[src/rtl/demux_32_buf_pkg.sv]
// rtl/demux_32_buf_pkg.sv - shared constants and helpers for the 32-bit buffered demux
package demux_32_buf_pkg;

  localparam int DATA_W = 32;
  localparam int SEL_W  = 3;
  localparam int NCH    = 8;
  localparam int OCC_W  = 4;

  function automatic logic [OCC_W-1:0] count_ones(input logic [NCH-1:0] v);
    logic [OCC_W-1:0] cnt;
    cnt = '0;
    for (int i = 0; i < NCH; i++) begin
      cnt = cnt + OCC_W'(v[i]);
    end
    return cnt;
  endfunction

endpackage

[src/rtl/demux1_to_8.sv]
// rtl/demux1_to_8.sv - decodes a channel select plus strobe into a one-hot write enable
module demux1_to_8
  import demux_32_buf_pkg::*;
(
  input  logic [SEL_W-1:0] i_sel,
  input  logic             i_en,
  output logic [NCH-1:0]   o_onehot
);

  always_comb begin
    o_onehot = '0;
    if (i_en) begin
      o_onehot[i_sel] = 1'b1;
    end
  end

endmodule

[src/rtl/demux_32_buf.sv]
// rtl/demux_32_buf.sv - distributes a 32-bit word to one of eight one-entry channel buffers
module demux_32_buf
  import demux_32_buf_pkg::*;
(
  input  logic                  clk,
  input  logic                  reset,
  input  logic [DATA_W-1:0]     in_data,
  input  logic [SEL_W-1:0]      sel,
  input  logic                  in_valid,
  output logic                  in_ready,
  output logic [NCH*DATA_W-1:0] out_data,
  output logic [NCH-1:0]        out_valid,
  input  logic [NCH-1:0]        out_ack,
  output logic [OCC_W-1:0]      occ
);

  logic [NCH-1:0]   r_valid;
  logic [OCC_W-1:0] r_occ;
  logic             w_accept;
  logic [NCH-1:0]   w_wr_en;
  logic [NCH-1:0]   w_drain;

  // A full channel can still take a word when its consumer drains it on the same edge.
  assign in_ready = ~r_valid[sel] | out_ack[sel];
  assign w_accept = in_valid & in_ready;
  assign w_drain  = r_valid & out_ack;

  demux1_to_8 u_demux (
    .i_sel    (sel),
    .i_en     (w_accept),
    .o_onehot (w_wr_en)
  );

  always_ff @(posedge clk or posedge reset) begin
    if (reset) begin
      r_valid <= '0;
      r_occ   <= '0;
    end else begin
      r_valid <= (r_valid & ~w_drain) | w_wr_en;
      r_occ   <= r_occ + OCC_W'(w_accept) - count_ones(w_drain);
    end
  end

  for (genvar g = 0; g < NCH; g++) begin : g_ch
    logic [DATA_W-1:0] r_buf;

    always_ff @(posedge clk or posedge reset) begin
      if (reset) begin
        r_buf <= '0;
      end else if (w_wr_en[g]) begin
        r_buf <= in_data;
      end
    end

    assign out_data[g*DATA_W +: DATA_W] = r_buf;
  end

  assign out_valid = r_valid;
  assign occ       = r_occ;

endmodule
[config.mk]
export PLATFORM = sky130hd
export DESIGN_NAME = demux_32_buf
export DESIGN_NICKNAME = d
export VERILOG_FILES = /design/src/rtl/demux_32_buf_pkg.sv /design/src/rtl/demux1_to_8.sv /design/src/rtl/demux_32_buf.sv
export SDC_FILE = /design/constraint.sdc
export NUM_CORES = 1
export LEC_CHECK = 0
export ABC_AREA = 1
export CAP_MARGIN = 20
export CORE_MARGIN = 2
export CORE_UTILIZATION = 48
export DETAILED_ROUTE_END_ITERATION = 12
export PLACE_DENSITY = 0.81
export SLEW_MARGIN = 20
export SYNTH_ARGS = -nofsm -noshare
export SYNTH_HDL_FRONTEND = slang
export SYNTH_HIERARCHICAL = 1
export SYNTH_SLANG_ARGS = --single-unit
[constraint.sdc]
create_clock -name clk -period 12 [get_ports clk]
set_input_delay 2.4 -clock clk [delete_from_list [all_inputs] [get_ports clk]]
set_output_delay 2.4 -clock clk [all_outputs]
set_load 0.03 [all_outputs]
; Word-level counts from Yosys, hierarchy flattened
; Cells that the tools add are included.
[classes]
add_sub_neg = 9
magnitude_cmp = 2
n_mux = 7
bitwise = 7
n_reduce_logical = 1
[ops]
columns = operator, count
row1 = $add 4x1->4, 5
row2 = $and 8x8->8, 2
row3 = $mux 8, 1
row4 = $not 8->8, 1
row5 = $or 8x8->8, 1
row6 = $bmux 1 s3, 2
row7 = $add 3x1->4, 1
row8 = $lt 3x4->1 const B, 1
row9 = $sub 4x4->4, 1
row10 = $add 2x1->3, 1
row11 = $demux 1 s3, 1
row12 = $ge 3x1->1 const B, 1
row13 = $mux 1, 3
row14 = $add 1x1->2, 1
row15 = $and 1x1->1, 1
row16 = $logic_and 1x1->1, 1
row17 = $not 1->1, 1
row18 = $or 1x1->1, 1
[totals]
ff_bits = 268
input_bits = 46
output_inout_bits = 269
wordCells = 36

; Depth between registers and ports, before layout
; Gate-level depths: netlist of run 1.
[depth]
ltp_word = 9
depth_mapped = 13
depth_no_buf = 13

; Modules after synthesis
; The synthesis of run 1 kept the hierarchy.
[by_module_without_submodules]
columns = module, instances, cells_per_inst, area_each_um2, seq_area_each_um2
row1 = demux_32_buf, 1, 1043, 10789.1, 6706.4
row2 = demux1_to_8, 1, 17, 63.8, 0.0

; Least setup slack after synthesis of run 1
; OpenSTA, ideal clock, no wires.
[synth_path]
path_kind = input-to-output
start = input port sel[0]
end = output port in_ready
arrival_time_ns = 2.928
t_required_ns = 9.600
slack_ns = 6.672
path_stages = 5
path_buffers = 0
path_cell_list = inv_1 > o21ai_0 > nand3_1 > nand3_1 > nand2_1
[synth_between]
elab_chain_len = 4
elab_cells_between_ends = 6
cone_classes = 4 x mux / 2 x bitwise
[synth_lines]
columns = item, line
row1 = from (decl), demux_32_buf.sv:8  ; input logic [SEL_W-1:0] sel,
row2 = $bmux 1 s3, demux_32_buf.sv:24  ; assign in_ready = ~r_valid[sel] | out_ack[sel];
row3 = $mux 1 (not written as such), demux_32_buf.sv:24
row4 = $not 1->1, demux_32_buf.sv:24
row5 = $or 1x1->1 (*), demux_32_buf.sv:24
row6 = to (decl), demux_32_buf.sv:10  ; output logic in_ready,
; Every way passes the cells marked *; elsewhere a longest branch is shown, timed or not. The select of a mux whose other input is x is not followed.

; Final worst setup path of run 1
; Ends and elaborated chain as after synthesis.

==> key figures, run 1 <==
Placed design
  • Placed Area: 14,030 sq um
  • DP HPWL: 21.73 mm
  • GP Congestion: 0.8632
  • Post-placement setup slack: 5507 ps
  • IO buf count: 314

Floorplanning
  • Cell Rows: 55
  • Initial core utilization: 0.4838
  • Core area: 22,430 sq um
  • Die Y: 154.4 um
  • Die X-Extent: 154.4 um
  • I/O pin cnt: 315
  • Die Area: 23,830 sq um

Synth
  • Sequential share of the synthesized area: 0.6179
  • Seq cells post-synth: 268
  • Mean Syn Cell Area: 10.24 sq um
  • Synth warn: 6
  • Top-area cell type share of the netlist area: 0.6179
  • Synth Net Count: 1,119
  • Yosys cell types: 17
  • Area leader, netlist: dfrtp_1
  • Syn Inst Count: 1,060
  • Cell Area, Synth: 10,850 sq um
  • Synth area leaders: dfrtp_1, nand2_1, mux2_4, buf_6, inv_1

Timing
  • Post-route worst setup slack: 5508 ps
  • Hold Vio Cnt, Final: 0
  • Slew HR: 0.3397
  • Post-layout min period: 6492 ps
  • Max-slew violations: 0
  • Final clock skew: 9.496 ps
  • Setup TNS Final: 0 ps
  • Max Freq: 0.1540 GHz
  • RSZ-0062 raised after global routing: no
  • Final setup fails: 0
  • Tcrit/Tclk final: 0.5410
  • Slew @ Worst Pin: 988.1 ps

Clock network
  • CTS Buf Count: 29
  • CTS H-Tree Depth: 1
  • Post-CTS Setup Bufs: 0
  • PostCTS Resize Cnt: 0
  • # hold bufs at CTS: 0
  • CTS Buffer Depth: 3
  • Clock latency at the later pin of the worst-skew pair: 540 ps
  • Sink Count: 268
  • Clk slew on worst S/H paths: 60 ps
  • Root Driver: clkbuf_16
  • CTS tree: built

Critical path
  • Startpoint class of the critical path: input pin
  • Crit path max fanout: 7
  • CP max stage cell: clkdlybuf4s50_1
  • R2r worst-path depth: 11
  • CP Depth: 7
  • Flop2flop setup slack: 8780 ps
  • Top delay family on crit path: buffers and inverters
  • Critical Path RT: 9600 ps
  • Max incr delay on CP: 670 ps
  • WP buf/inv: 3
  • Worst EP arrival: 4090 ps
  • Setup crit end kind: primary output
  • Critical path type: in -> out
  • Crit-path cells: clkdlybuf4s50_1 > inv_1 > o21ai_0 > nand3_1 > nand3_1 > nand2_1 > clkdlybuf4s50_1

Route
  • Final wirelength: 32.91 mm
  • Antenna-violating nets left: 0
  • Drt wl/cell: 19.70 um
  • Vias per cell: 5.073
  • Pre-antenna DRT Iters: 5
  • DR vias: 8,477
  • Drt initial violations: 458
  • Drt drc: 0

Global route
  • Gr ovfl total: 0
  • Largest net degree at the start of global routing: 152
  • Initial antenna violation count: 0
  • Vias in the first global route: 8,629
  • First-pass GRT wire length: 50.28 mm
  • Gr usage total: 0.2741

Cells and area
  • Antenna diode count: 0
  • Fin area: 14,980 sq um
  • Share of cells above drive strength 1: 0.09452
  • Nets: 1,425
  • Number of fill cells: 1,675
  • Post-layout util: 0.6678
  • Commonest cells after routing, fill and taps aside: nand2_1, clkdlybuf4s50_1, dfrtp_1
  • Layout area overhead: 38.05%
  • Most common cell after layout, fill and taps aside: nand2_1

Pwr
  • Leak: 7.473 nW
  • Peak supply drop: 0.0001392 V
  • Pwr per Cell Area: 228.1 nW/um^2

Run status
  • Outcome: complete, no violations

Hold path
  • Hold Crit Class: reg -> reg
  • Hold-critical path depth: 2

Flow run
  • Max-cap violations: 0
[Yosys cell counts]
cell and count:
a21oi_1 1, buf_12 6, buf_2 24, buf_6 20, dfrtp_1 268, fa_1 6, ha_1 7, inv_1 36
mux2_2 6, mux2_4 58, nand2_1 603, nand3_1 6, nor2_1 8, o21ai_0 6, o21bai_1 2, xnor2_1 2
xor2_1 1
[tightest hold or removal path, stage by stage, from the launching register on]
cell     delay (ps)
dfrtp_1         340
nand2_1          50
nand2_1          50
[kinds of logic (layout without fill, tap and decap cells)]
group,after synthesis,in the layout,synth area share
fa+ha+maj,13,13,0.01914
xor+xnor,3,3,0.002421
compound gates,9,9,0.004611
mux,64,64,0.08647
flops,268,268,0.6179
simple gates,617,617,0.2141
buf+inv,86,412,0.05534
[worst paths after layout]
kind,endpoint,from
setup / recovery,in_ready,sel[0]
hold / removal,g_ch[1].r_buf[23]$_DFFE_PP0P_,g_ch[1].r_buf[23]$_DFFE_PP0P_
setup reg to reg,g_ch[0].r_buf[7]$_DFFE_PP0P_,out_valid[1]$_DFF_PP0_
hold reg to reg,g_ch[1].r_buf[23]$_DFFE_PP0P_,g_ch[1].r_buf[23]$_DFFE_PP0P_
max in group asynchronous,g_ch[7].r_buf[31]$_DFFE_PP0P_,reset
min in group asynchronous,g_ch[6].r_buf[13]$_DFFE_PP0P_,reset
[flip-flops by register name, indices dropped and copies added (netlist names)]
register and cells:
g_ch.r_buf 256, occ 4, out_valid 8
[area by class of cell]
cell class                 instances  area [sq um]  share of cell area
clock buffer                      39         823.3             0.05495
clock inverter                    12         121.4            0.008101
inverter                          36         147.6            0.009855
multi-input combinational        706          3601              0.2404
sequential                       268          6706              0.4476
tap                              285         356.6             0.02380
timing repair buffer             325          3226              0.2153
[power by group]
| group | total [mW] | switching, mW | internal [mW] |
|---|---|---|---|
| Sequential | 1.26 | 0.133 | 1.13 |
| Clock | 0.882 | 0.360 | 0.522 |
| Combinational | 1.28 | 0.752 | 0.526 |
[stage by stage]
step                total power, mW  hold slack (ps)  cells
floorplan                     1.950            646.7   1060
global placement              2.509            452.2   1620
detailed placement            2.544            457.1   1620
CTS                           3.436            472.2   1671
global route                  3.551            486.9   1671
finish                        3.418            468.2   1671
[per-layer routing]
| layer | vias to the layer above | GRT usage | routed length, um |
|---|---|---|---|
| met5 | - | 0 | 0 |
| met4 | 0 | 0.1049 | 1289 |
| li1 | 3847 | - | - |
| met1 | 4211 | 0.3418 | 13020 |
| met3 | 80 | 0.06388 | 2489 |
| met2 | 339 | 0.4679 | 16120 |
Note: power is estimated with default switching activity, not from simulation.
==> inputs of run 2 (changes only) <==
==> constraint.sdc (replaced) <==
create_clock -name clk -period 6.4 [get_ports clk]
set_input_delay 1.28 -clock clk [delete_from_list [all_inputs] [get_ports clk]]
set_output_delay 1.28 -clock clk [all_outputs]
set_load 0.03 [all_outputs]
==> key figures, run 2 (synthesized netlist as in run 1, its figures left out) <==
Critical path
  • R2r worst-path depth: 13 (+2)
  • R2R Path Start: out_valid[7]$_DFF_PP0_
  • Critical path type: in -> out
  • Setup crit end kind: primary output
  • Critical Path RT: 5120 ps (-4480 ps)
  • Flop2flop setup slack: 3200 ps (-5580 ps)
  • Reg2reg end: occ[3]$_DFF_PP0_
  • Crit path max fanout: 7 (unchanged)
  • Worst EP arrival: 3030 ps (-1060 ps)
  • Startpoint class of the critical path: input pin

Cells and area
  • Most common cell after layout, fill and taps aside: nand2_1
  • Layout area overhead: 37.69%
  • Reg with most FFs: g_ch.r_buf
  • Antenna diode count: 0 (unchanged)
  • Max FFs per register: 256 (unchanged)
  • Commonest cells after routing, fill and taps aside: nand2_1, clkdlybuf4s50_1, dfrtp_1
  • Number of fill cells: 1,675 (unchanged)
  • Nets: 1,428 (+0.21%)
  • Finished Layout Cells: 1,674 (+0.18%)
  • Share of cells above drive strength 1: 0.09359 (-0.0009241)

Route
  • Pre-antenna DRT Iters: 5 (unchanged)
  • Drt initial violations: 486 (+6.1%)
  • Vias per cell: 5.081 (+0.16%)
  • Drt wl/cell: 19.19 um (-2.6%)
  • Drt drc: 0 (unchanged)
  • Antenna-violating nets left: 0 (unchanged)
  • Final wirelength: 32.13 mm (-2.4%)
  • DR vias: 8,506 (+0.34%)

Global route
  • Gr ovfl total: 0 (unchanged)
  • Largest net degree at the start of global routing: 152 (unchanged)
  • Met1 Resource Use GR: 0.3407 (-0.001039)
  • M2 GR Usage: 0.4612 (-0.006620)
  • Initial antenna violation count: 0 (unchanged)
  • Gr usage total: 0.2699 (-0.004175)
  • Vias in the first global route: 8,744 (+1.3%)
  • Global routing's busiest layer: met2
  • First-pass GRT wire length: 49.75 mm (-1.1%)
  • Routing usage on met3: 0.05548 (-0.008406)

Clock network
  • Sink Count: 268 (unchanged)
  • CTS Buffer Depth: 3 (unchanged)
  • Root Driver: clkbuf_16
  • CTS H-Tree Depth: 1 (unchanged)
  • Post-CTS Setup Bufs: 0 (unchanged)
  • PostCTS Resize Cnt: 0 (unchanged)
  • CTS tree: built
  • # hold bufs at CTS: 0 (unchanged)
  • CTS Buf Count: 27 (-6.9%)
  • Clk slew on worst S/H paths: 60 ps (about the same)
  • Clock latency at the later pin of the worst-skew pair: 530 ps (about the same)

Timing
  • Max Freq: 0.2321 GHz
  • Setup TNS Final: 0 ps (unchanged)
  • Hold Vio Cnt, Final: 0 (unchanged)
  • Max-slew violations: 0 (unchanged)
  • Slew HR: 0.3123 (-0.02737)
  • Final clock skew: 5.980 ps (-3.516 ps)
  • Final setup fails: 0 (unchanged)
  • Post-layout min period: 4308 ps
  • Post-route worst setup slack: 2092 ps (-3416 ps)
  • Tcrit/Tclk final: 0.6731
  • Final hold slack: 467.6 ps (-0.6350 ps)
  • RSZ-0062 raised after global routing: no
  • Slew @ Worst Pin: 1029 ps (+40.96 ps)

Pwr
  • Leak: 7.447 nW (-0.34%)
  • Pwr per Cell Area: 420.3 nW/um^2 (+84%)
  • Peak supply drop: 0.0002528 V (+82%)
  • Total power: 6.281 mW (+84%)

Placed design
  • IO buf count: 314 (unchanged)
  • DP HPWL: 21.69 mm (-0.19%)
  • GP Congestion: 0.8952 (+3.7%)
  • Post-placement setup slack: 1797 ps (-3710 ps)
  • Post-Place Cells: 1,625 (+0.31%)

Flow run
  • Max-cap violations: 0 (unchanged)

Floorplanning
  • Initial core utilization: 0.4838 (unchanged)
  • Core area: 22,430 sq um (unchanged)
  • Die X-Extent: 154.4 um (unchanged)
  • Cell Rows: 55 (unchanged)
  • Die Y: 154.4 um (unchanged)
  • I/O pin cnt: 315 (unchanged)
  • Die Area: 23,830 sq um (unchanged)

Run status
  • Outcome: complete, no violations

Hold path
  • Hold-critical path depth: 2 (unchanged)
  • Hold EP: g_ch[6].r_buf[18]$_DFFE_PP0P_
  • Hold Crit Class: reg -> reg
  • Hold path start: g_ch[6].r_buf[18]$_DFFE_PP0P_
-- run 2: critical path: stages --
cell	delay, ps
clkdlybuf4s50_1	520
inv_1	160
o21ai_0	100
nand3_1	100
nand3_1	100
nand2_1	90
clkdlybuf4s50_1	670
-- run 2: per-layer routing --
metal,routed length (um),up-vias,share of wire
met2,15470,385,0.48
met3,2526,71,0.079
met4,1204,0,0.037
met1,12920,4202,0.40
li1,-,3848,-
met5,0,-,0
-- run 2: worst max path at each step --
stage	startpoint	endpoint	slack (ps)	cells after the start
global placement	out_ack[4]	occ[3]$_DFF_PP0_	1840	12
finish	sel[0]	in_ready	2090	7
detailed placement	out_ack[4]	occ[3]$_DFF_PP0_	1800	12
global route	sel[0]	in_ready	2010	7
floorplan	reset	g_ch[0].r_buf[0]$_DFFE_PP0P_	1580	1
CTS	sel[0]	in_ready	2100	7
-- run 2: through the flow --
| step | cell area, sq um | util |
|---|---|---|
| 2_1_floorplan | 10860 | - |
| 3_3_place_gp | 14080 | 0.6278 |
| 3_5_place_dp | 14080 | 0.6278 |
| 4_1_cts | 14940 | 0.6661 |
| 5_1_grt | 14940 | 0.6661 |
| 6_report | 14940 | 0.6661 |
-- run 2: cell type report --
cell class                      count  area, sq um  area share
Sequential cell                   268         6706      0.4488
Tap cell                          285        356.6     0.02386
Timing Repair Buffer              330         3276      0.2192
Clock buffer                       41        788.3     0.05275
Inverter                           36        138.9    0.009294
Clock inverter                      8        71.32    0.004773
Multi-Input combinational cell    706         3606      0.2413
-- run 2: power by group --
group	leakage (nW)	internal (mW)	switching, mW
logic	3.65	0.989	1.41
registers	3.37	2.11	0.249
clock network	0.424	0.887	0.640
==> inputs of run 3 (changes only) <==
--- a/config.mk
+++ b/config.mk
@@ -8,9 +8,9 @@
 export ABC_AREA = 1
 export CAP_MARGIN = 20
 export CORE_MARGIN = 2
-export CORE_UTILIZATION = 48
+export CORE_UTILIZATION = 43
 export DETAILED_ROUTE_END_ITERATION = 12
-export PLACE_DENSITY = 0.81
+export PLACE_DENSITY = 0.76
 export SLEW_MARGIN = 20
 export SYNTH_ARGS = -nofsm -noshare
 export SYNTH_HDL_FRONTEND = slang
==> constraint.sdc (replaced) <==
create_clock -name clk -period 3.65 [get_ports clk]
set_input_delay 0.73 -clock clk [delete_from_list [all_inputs] [get_ports clk]]
set_output_delay 0.73 -clock clk [all_outputs]
set_load 0.03 [all_outputs]
==> key figures, run 3 (synthesized netlist as in run 1, its figures left out) <==
Hold path
  • Hold path start: g_ch[6].r_buf[30]$_DFFE_PP0P_
  • Hold Crit Class: reg -> reg

Timing
  • Slew HR: 0.5320 (+0.2197)
  • Tcrit/Tclk final: 0.9409
  • Hold Vio Cnt, Final: 0 (unchanged)
  • Final clock skew: 11.92 ps (+5.937 ps)
  • RSZ-0062 raised after global routing: no
  • Post-layout min period: 3434 ps
  • Max-slew violations: 0 (unchanged)
  • Setup TNS Final: 0 ps (unchanged)
  • Final setup fails: 0 (unchanged)
  • Slew @ Worst Pin: 702.0 ps (-327.1 ps)
  • Max Freq: 0.2912 GHz
  • Final hold slack: 467.9 ps (+0.3320 ps)
  • Post-route worst setup slack: 215.8 ps (-1876 ps)

Placed design
  • IO buf count: 314 (unchanged)
  • Post-placement setup slack: -343.8 ps (-2141 ps)
  • DP HPWL: 22.51 mm (+3.8%)
  • GP Congestion: 0.9094 (+1.6%)
  • Post-Place Cells: 1,683 (+3.6%)
  • Placed Area: 14,310 sq um (+1.6%)

Clock network
  • Root Driver: clkbuf_16
  • Sink Count: 268 (unchanged)
  • PostCTS Resize Cnt: 0 (unchanged)
  • Clk slew on worst S/H paths: 60 ps (about the same)
  • Post-CTS Setup Bufs: 0 (unchanged)
  • CTS Buffer Depth: 3 (unchanged)
  • CTS Buf Count: 29 (+7.4%)
  • # hold bufs at CTS: 0 (unchanged)
  • CTS H-Tree Depth: 1 (unchanged)
  • CTS tree: built
  • Clock latency at the later pin of the worst-skew pair: 540 ps (about the same)

Critical path
  • CP max stage cell: fa_1
  • Reg2reg end: occ[3]$_DFF_PP0_
  • Startpoint class of the critical path: input pin
  • Critical path type: in -> reg
  • Crit-path cells: clkdlybuf4s50_1 > nand2_1 > fa_1 > fa_1 > fa_1 > inv_1 > fa_1 > inv_1 > ha_1 > ha_1 > xor2_1 > xnor2_1
  • Crit path from: out_ack[4]
  • Most frequent CP cell: fa_1
  • R2R Path Start: out_valid[7]$_DFF_PP0_
  • Flop2flop setup slack: 500 ps (-2700 ps)
  • Crit path to: occ[3]$_DFF_PP0_
  • Max incr delay on CP: 490 ps (-180 ps)
  • Crit path max fanout: 2 (-5)
  • Worst EP arrival: 3850 ps (+820 ps)
  • Critical Path RT: 4070 ps (-1050 ps)
  • R2r worst-path depth: 13 (unchanged)
  • Setup crit end kind: flip-flop

Global route
  • Initial antenna violation count: 0 (unchanged)
  • Vias in the first global route: 8,802 (+0.66%)
  • Gr ovfl total: 0 (unchanged)
  • Gr usage total: 0.2469 (-0.02304)
  • Largest net degree at the start of global routing: 127 (-16%)
  • First-pass GRT wire length: 50.49 mm (+1.5%)

Floorplanning
  • Die Area: 26,530 sq um (+11%)
  • Core area: 24,960 sq um (+11%)
  • Initial core utilization: 0.4347 (-0.04903)
  • Die X-Extent: 162.9 um (+5.5%)
  • Die Y: 162.9 um (+5.5%)
  • Cell Rows: 58 (+5.5%)
  • I/O pin cnt: 315 (unchanged)

Flow run
  • Max-cap violations: 0 (unchanged)

Cells and area
  • Antenna diode count: 0 (unchanged)
  • Most common cell after layout, fill and taps aside: nand2_1
  • Reg with most FFs: g_ch.r_buf
  • Finished Layout Cells: 1,735 (+3.6%)
  • Commonest cells after routing, fill and taps aside: nand2_1, clkdlybuf4s50_1, dfrtp_1
  • Nets: 1,443 (+1.1%)
  • Fin area: 15,400 sq um (+3.1%)
  • Max FFs per register: 256 (unchanged)
  • Share of cells above drive strength 1: 0.1060 (+0.01246)
  • Post-layout util: 0.6169 (-0.04921)
  • Layout area overhead: 41.90%

Run status
  • Outcome: complete, no violations

Route
  • Drt initial violations: 686 (+41%)
  • Vias per cell: 4.888 (-3.8%)
  • Drt wl/cell: 18.82 um (-2.0%)
  • Drt drc: 0 (unchanged)
  • Pre-antenna DRT Iters: 7 (+2)
  • DR vias: 8,480 (-0.31%)
  • Antenna-violating nets left: 0 (unchanged)
  • Final wirelength: 32.65 mm (+1.6%)

Pwr
  • Pwr per Cell Area: 755.9 nW/um^2 (+80%)
  • Peak supply drop: 0.0004659 V (+84%)
  • Leak: 7.641 nW (+2.6%)
  • Total power: 11.64 mW (+85%)
run 3: cell types whose count changed in the layout (fill, tap and decap cells not counted):
cell,before,now
clkbuf_1,8,5
buf_4,15,22
clkbuf_16,27,29
buf_12,1,7
bufinv_16,1,8
clkinv_2,5,2
clkbuf_8,6,5
clkinvlp_4,2,3
run 3: routing by layer:
metal  track usage  up-vias  part of all wire
met4       0.08246        0             0.029
met5             0        -                 0
met2        0.4095      351              0.48
li1              -     3883                 -
met3       0.06417       69             0.083
met1        0.3164     4177              0.41
run 3: area by class of cell:
type                    instances  area [sq um]
fillers                      2027          9564
flip-flops and latches        268          6706
multi-input cells             706          3606
repair buffers                343          3448
clock buffers                  39         813.3
well taps                     330         412.9
clock inverters                13         274.0
inverters                      36         138.9
run 3: power breakdown:
group | switching (mW) | internal [mW]
registers | 0.441 | 3.70
clock network | 1.19 | 2.12
logic | 2.44 | 1.74
total | 4.08 | 7.56
run 3: critical path: cells and delay by family:
| kind | cells | cell delay, ps |
|---|---|---|
| adders and majority gates | 6 | 2160 |
| xor gates and xnor gates | 2 | 270 |
| and+or+nand+nor | 1 | 80 |
| buffers and inverters | 3 | 630 |
run 3: worst min-delay path by stage:
stage	endpoint	slack [ps]	depth (start not counted)
global placement	g_ch[2].r_buf[16]$_DFFE_PP0P_	450	2
CTS	g_ch[2].r_buf[16]$_DFFE_PP0P_	470	2
detailed placement	g_ch[6].r_buf[0]$_DFFE_PP0P_	460	2
finish	g_ch[6].r_buf[30]$_DFFE_PP0P_	470	2
floorplan	g_ch[1].r_buf[0]$_DFFE_PP0P_	650	2
global route	g_ch[6].r_buf[5]$_DFFE_PP0P_	480	2
